### config.mk
export PLATFORM = sky130hd
export DESIGN_NAME = tdf_loc_controller
export DESIGN_NICKNAME = d
export VERILOG_FILES = /design/src/rtl/tdf_loc_controller.sv
export SDC_FILE = /design/constraint.sdc
export NUM_CORES = 1
export LEC_CHECK = 0
export ABC_AREA = 1
export ABC_CLOCK_PERIOD_IN_PS = 2300
export BUFFER_PORTS_ARGS = -buffer_cell sky130_fd_sc_hd__buf_2
export CORE_MARGIN = 8
export CORE_UTILIZATION = 30
export CTS_BUF_LIST = sky130_fd_sc_hd__clkbuf_4 sky130_fd_sc_hd__clkbuf_8
export DETAILED_ROUTE_END_ITERATION = 10
export GPL_ROUTABILITY_DRIVEN = 0
export HOLD_SLACK_MARGIN = 0.06
export PLACE_DENSITY = 0.45
export SETUP_SLACK_MARGIN = 0.2
export SKIP_LAST_GASP = 1
export SYNTH_ARGS = -nofsm -noshare
export SYNTH_HDL_FRONTEND = slang
export SYNTH_SLANG_ARGS = --single-unit
### constraint.sdc
create_clock -name CLK -period 2.3 [get_ports CLK]
set_input_delay 0.345 -clock CLK [delete_from_list [all_inputs] [get_ports CLK]]
set_output_delay 0.345 -clock CLK [all_outputs]
set_load 0.1 [all_outputs]
### src/rtl/tdf_loc_controller.sv
// rtl/tdf_loc_controller.sv - launch-on-capture transition-delay test controller
// LFSR-driven scan/PI stimulus with MISR compaction of scan-out and POs.
module tdf_loc_controller #(
  parameter int          CHAIN_LEN = 8,
  parameter int          PI_W      = 11,
  parameter int          PO_W      = 2,
  parameter int          NPAT      = 64,
  parameter logic [15:0] SEED      = 16'hACE1
) (
  input  logic            CLK,
  input  logic            RSTN,
  input  logic            START,
  input  logic            STOP,
  input  logic            SO,
  input  logic [PO_W-1:0] PO,
  output logic            SE,
  output logic            SI,
  output logic            CUT_CE,
  output logic [PI_W-1:0] PI,
  output logic            BUSY,
  output logic            DONE,
  output logic [15:0]     SIGNATURE
);

  localparam int          BW     = (CHAIN_LEN > 1) ? $clog2(CHAIN_LEN) : 1;
  localparam logic [BW-1:0] LAST_BIT = BW'(CHAIN_LEN - 1);
  localparam logic [15:0] NPAT_L = 16'(NPAT);

  typedef enum logic [2:0] {IDLE, SHIFT, LAUNCH, CAPTURE, FLUSH} state_t;

  state_t          state, state_d;
  logic [15:0]     lfsr, lfsr_d, misr, misr_d, pat_cnt, pat_d, sig_d, po_ext;
  logic [BW-1:0]   bit_cnt, bit_d;
  logic [PI_W-1:0] pi_d;
  logic            done_d, si_d, se_d, ce_d;

  function automatic logic [15:0] step16(input logic [15:0] v);
    return {v[14:0], v[15] ^ v[13] ^ v[12] ^ v[10]};
  endfunction

  always_comb begin
    po_ext = '0;
    po_ext[PO_W-1:0] = PO;
  end

  always_comb begin
    state_d = state;
    lfsr_d  = lfsr;
    misr_d  = misr;
    pat_d   = pat_cnt;
    bit_d   = bit_cnt;
    pi_d    = PI;
    sig_d   = SIGNATURE;
    done_d  = 1'b0;
    if (STOP) begin
      state_d = IDLE;
    end else begin
      case (state)
        IDLE: begin
          if (START) begin
            if (NPAT_L == 16'd0) begin
              done_d = 1'b1;
              sig_d  = '0;
            end else begin
              state_d = SHIFT;
              lfsr_d  = SEED;
              misr_d  = '0;
              pat_d   = '0;
              bit_d   = '0;
            end
          end
        end
        SHIFT: begin
          lfsr_d = step16(lfsr);
          // Chain contents before the first pattern are unknown, so keep them out
          if (pat_cnt != 16'd0) misr_d = step16(misr) ^ {15'b0, SO};
          if (bit_cnt == LAST_BIT) begin
            bit_d   = '0;
            pi_d    = lfsr_d[PI_W-1:0];
            state_d = LAUNCH;
          end else begin
            bit_d = bit_cnt + 1'b1;
          end
        end
        LAUNCH: state_d = CAPTURE;
        CAPTURE: begin
          misr_d  = step16(misr) ^ po_ext;
          pat_d   = pat_cnt + 16'd1;
          state_d = (pat_d < NPAT_L) ? SHIFT : FLUSH;
        end
        FLUSH: begin
          misr_d = step16(misr) ^ {15'b0, SO};
          if (bit_cnt == LAST_BIT) begin
            bit_d   = '0;
            state_d = IDLE;
            done_d  = 1'b1;
            sig_d   = misr_d;
          end else begin
            bit_d = bit_cnt + 1'b1;
          end
        end
        default: state_d = IDLE;
      endcase
    end
    // Outputs are registered from the next state so they line up with it
    se_d = (state_d == SHIFT) || (state_d == FLUSH);
    ce_d = (state_d != IDLE);
    si_d = (state_d == SHIFT) ? lfsr_d[0] : 1'b0;
  end

  always_ff @(posedge CLK or negedge RSTN) begin
    if (!RSTN) begin
      state     <= IDLE;
      lfsr      <= SEED;
      misr      <= '0;
      pat_cnt   <= '0;
      bit_cnt   <= '0;
      SE        <= 1'b0;
      SI        <= 1'b0;
      CUT_CE    <= 1'b0;
      PI        <= '0;
      BUSY      <= 1'b0;
      DONE      <= 1'b0;
      SIGNATURE <= '0;
    end else begin
      state     <= state_d;
      lfsr      <= lfsr_d;
      misr      <= misr_d;
      pat_cnt   <= pat_d;
      bit_cnt   <= bit_d;
      SE        <= se_d;
      SI        <= si_d;
      CUT_CE    <= ce_d;
      PI        <= pi_d;
      BUSY      <= ce_d;
      DONE      <= done_d;
      SIGNATURE <= sig_d;
    end
  end

endmodule
==> flow_summary.toml <==
[power]
switching_share = 0.285
cellLeakagePower_uw = 0.00226
seqPwrFrac = 0.479
pwr-share-clk = 0.373
power.internal_uw = 2440
powerDensity_nw_per_um2 = 719
vdd_ir_drop_max_mv = 0.293
netSwitchingPower_uw = 971
comb_power_share = 0.148

[cts]
htree_levels = 3
clkTransAtPathRegs_ps = 80
cts_buffer_depth = 2
clock_tree.root_cell = "clkbuf_8"
cts_inserted_buffers = 9
clock-sinks = 85
cts_tree = "built"
clock_latency_ps = 360

[sta]
fin_ws_ps = 425
finalSetupViolations = 0
fmax_ghz = 0.533
finalCritPeriodShare = 0.815
skew_ps = 12.4
slew_violations = 0
hold_viol_final = 0
tns_ps = 0
holdWs_ps = 306
rsz0062_at_grt = "no"
tightest_slew_ps = 637
slew_headroom = 0.576
finalCriticalPeriod_ps = 1870

[layout]
fin_util = 0.356
n_antenna_cell = 0
area_growth_pct = 15.7
drive_gt1_frac = 0.212
layout.nets = 526
fin_area_sq_um = 4740
fillers = 1409

[route]
drt-initial-drc-count = 114
drc = 0
wl_mm = 9.12
ant_nets = 0
viasPerCell = 4.46
post_drt_wl_per_cell_microns = 13.1
first_pass_iters = 4
vias = 3103

[placement]
dpl_worst_slack_ps = 378
dp_hpwl_mm = 6.72
portBuffers = 38
post_dp_cell_area_sq_um = 4490

[min_path]
hold_depth = 4
hold_path.class = "in -> reg"

[die]
die_w_microns = 133
num_io_pins = 39
initial_core_util = 0.308
rows = 42
die_y_microns = 133
core-area_sq_um = 13300
die_area_sq_um = 17700

[grt]
grt_max_degree = 48
grt_first_pass_wirelength_mm = 16.0
antenna_found_initial = 0
grt.total_usage = 0.112
gr-total-overflow = 0
grt_pass1_vias = 3229

[worst_setup_path]
crit_type = "reg -> reg"
critPathCaptureType = "flip-flop"
worst-path-max-fanout = 26
critical_path_arrival_ps = 2120
regToRegSetupSlack_ps = 430
worstRegToRegCells = 9
critPathLaunchType = "flip-flop"
worstPathRequired_ps = 2540

[synth]
synth_area_sq_um = 4100
synth.distinct_cells = 37
ys_seq_elements = 85
synth_nets = 482
syn_area_per_cell_sq_um = 8.70
ys_seq_area_frac = 0.522
yosys_warnings = 0
synth_cells = 471

[status]
outcome = "finished clean"

[run]
maxCapViolations = 0
-- power groups by stage --
stage | clock, uW | combinational, uW | sequential, uW
2_1_floorplan | 0 | 202 | 1850
3_3_place_gp | 0 | 511 | 1660
3_5_place_dp | 0 | 512 | 1660
4_1_cts | 1320 | 516 | 1630
5_1_grt | 1380 | 556 | 1640
6_report | 1270 | 505 | 1630
-- layout make-up --
cell class	count	area [sq um]	share of cell area
multi-input combinational	302	1590	0.335
tap	176	220	0.0465
clock inverter	4	98.8	0.0209
sequential	85	2140	0.451
timing repair buffer	46	272	0.0573
inverter	71	282	0.0594
clock buffer	11	139	0.0293
-- placed cells by master, fill, tap and decap left out, types with 3 or more instances in the layout --
| master | instances |
|---|---|
| inv_1 | 66 |
| nand3_1 | 38 |
| nor2_1 | 36 |
| xor2_1 | 4 |
| clkbuf_8 | 9 |
| a22oi_1 | 4 |
| dfrtp_1 | 76 |
| nor4_1 | 4 |
| nand4_1 | 6 |
| nand2_2 | 10 |
| a21oi_1 | 21 |
| o21ai_0 | 23 |
| nand3_2 | 4 |
| nand2_1 | 91 |
| bufinv_16 | 3 |
| nor2_2 | 9 |
| buf_4 | 6 |
| o21ai_1 | 23 |
| xnor2_1 | 3 |
| nor2_4 | 6 |
| ha_1 | 4 |
| o22ai_1 | 4 |
| buf_2 | 37 |
| inv_2 | 3 |
| dfstp_2 | 8 |
-- routing by layer --
layer	up-vias	GRT usage	part of all wire
met5	-	0	0
met4	0	0.0379	0.010
met3	6	0.0348	0.033
met2	32	0.182	0.49
met1	1466	0.136	0.47
li1	1599	-	-
-- kinds of logic (layout without fill, tap and decap cells) --
| group | after synthesis | in the layout | share of synthesized area |
|---|---|---|---|
| compound gates | 80 | 80 | 0.105 |
| flops | 85 | 85 | 0.522 |
| simple gates | 209 | 209 | 0.248 |
| fa+ha+maj | 4 | 4 | 0.0122 |
| xor+xnor | 7 | 7 | 0.0150 |
| buf+inv | 84 | 132 | 0.0925 |
| mux | 2 | 2 | 0.00550 |
-- cell usage after synthesis, drive strengths merged --
| cell type | instances | area share |
|---|---|---|
| nor2 | 52 | 0.068 |
| buf | 13 | 0.024 |
| o32ai | 1 | 0.0021 |
| a221oi | 1 | 0.0021 |
| a22oi | 4 | 0.0073 |
| o21a | 1 | 0.0018 |
| a21oi | 21 | 0.026 |
| o22ai | 4 | 0.0061 |
| inv | 71 | 0.069 |
| ha | 4 | 0.012 |
| mux2 | 2 | 0.0055 |
| nor4 | 5 | 0.0092 |
| nand3 | 42 | 0.056 |
| nand2 | 102 | 0.10 |
| xor2 | 4 | 0.0086 |
| xnor2 | 3 | 0.0064 |
| o21ai | 47 | 0.058 |
| dfstp | 8 | 0.051 |
| nor3 | 2 | 0.0037 |
| dfrtp | 77 | 0.47 |
| nand4 | 6 | 0.0092 |
| a21o | 1 | 0.0018 |
-- state kept, by name (all words and copies together) (netlist names) --
signal and count:
state 3, BUSY 1, DONE 1, pat_cnt 16, SI 1, SE 1
SIGNATURE 16, bit_cnt 3, PI 11, misr 16, lfsr 16
-- metrics by stage --
step	instances	total power, uW
2_1_floorplan	471	2050
3_3_place_gp	679	2170
3_5_place_dp	679	2180
4_1_cts	695	3470
5_1_grt	695	3580
6_report	695	3410
-- critical path: stages, from the launching register on --
cell and delay [ps]:
dfrtp_1 410, inv_1 130, ha_1 170, nand4_1 100, nor4_1 230, nand4_1 210
nand2_2 200, inv_4 130, nand3_1 90, o21ai_1 90
-- path summary, 6_finish.rpt --
kind,start,to
worst max-delay path,pat_cnt[0],misr[10]
worst min-delay path,SO,SIGNATURE[0]
worst max register to register,pat_cnt[0],misr[10]
worst min register to register,PI[2],PI[2]
max in group asynchronous,RSTN,SIGNATURE[12]
min in group asynchronous,RSTN,SE
-- repair_timing --
action,4_1_cts,5_1_grt
endpoints found under the setup margin,0,9
setup buffers,0,0
gates resized for setup,0,2
hold buffers,1,0
hold endpoints to repair,38,0
No activity file was read; power rests on OpenSTA's default activity.
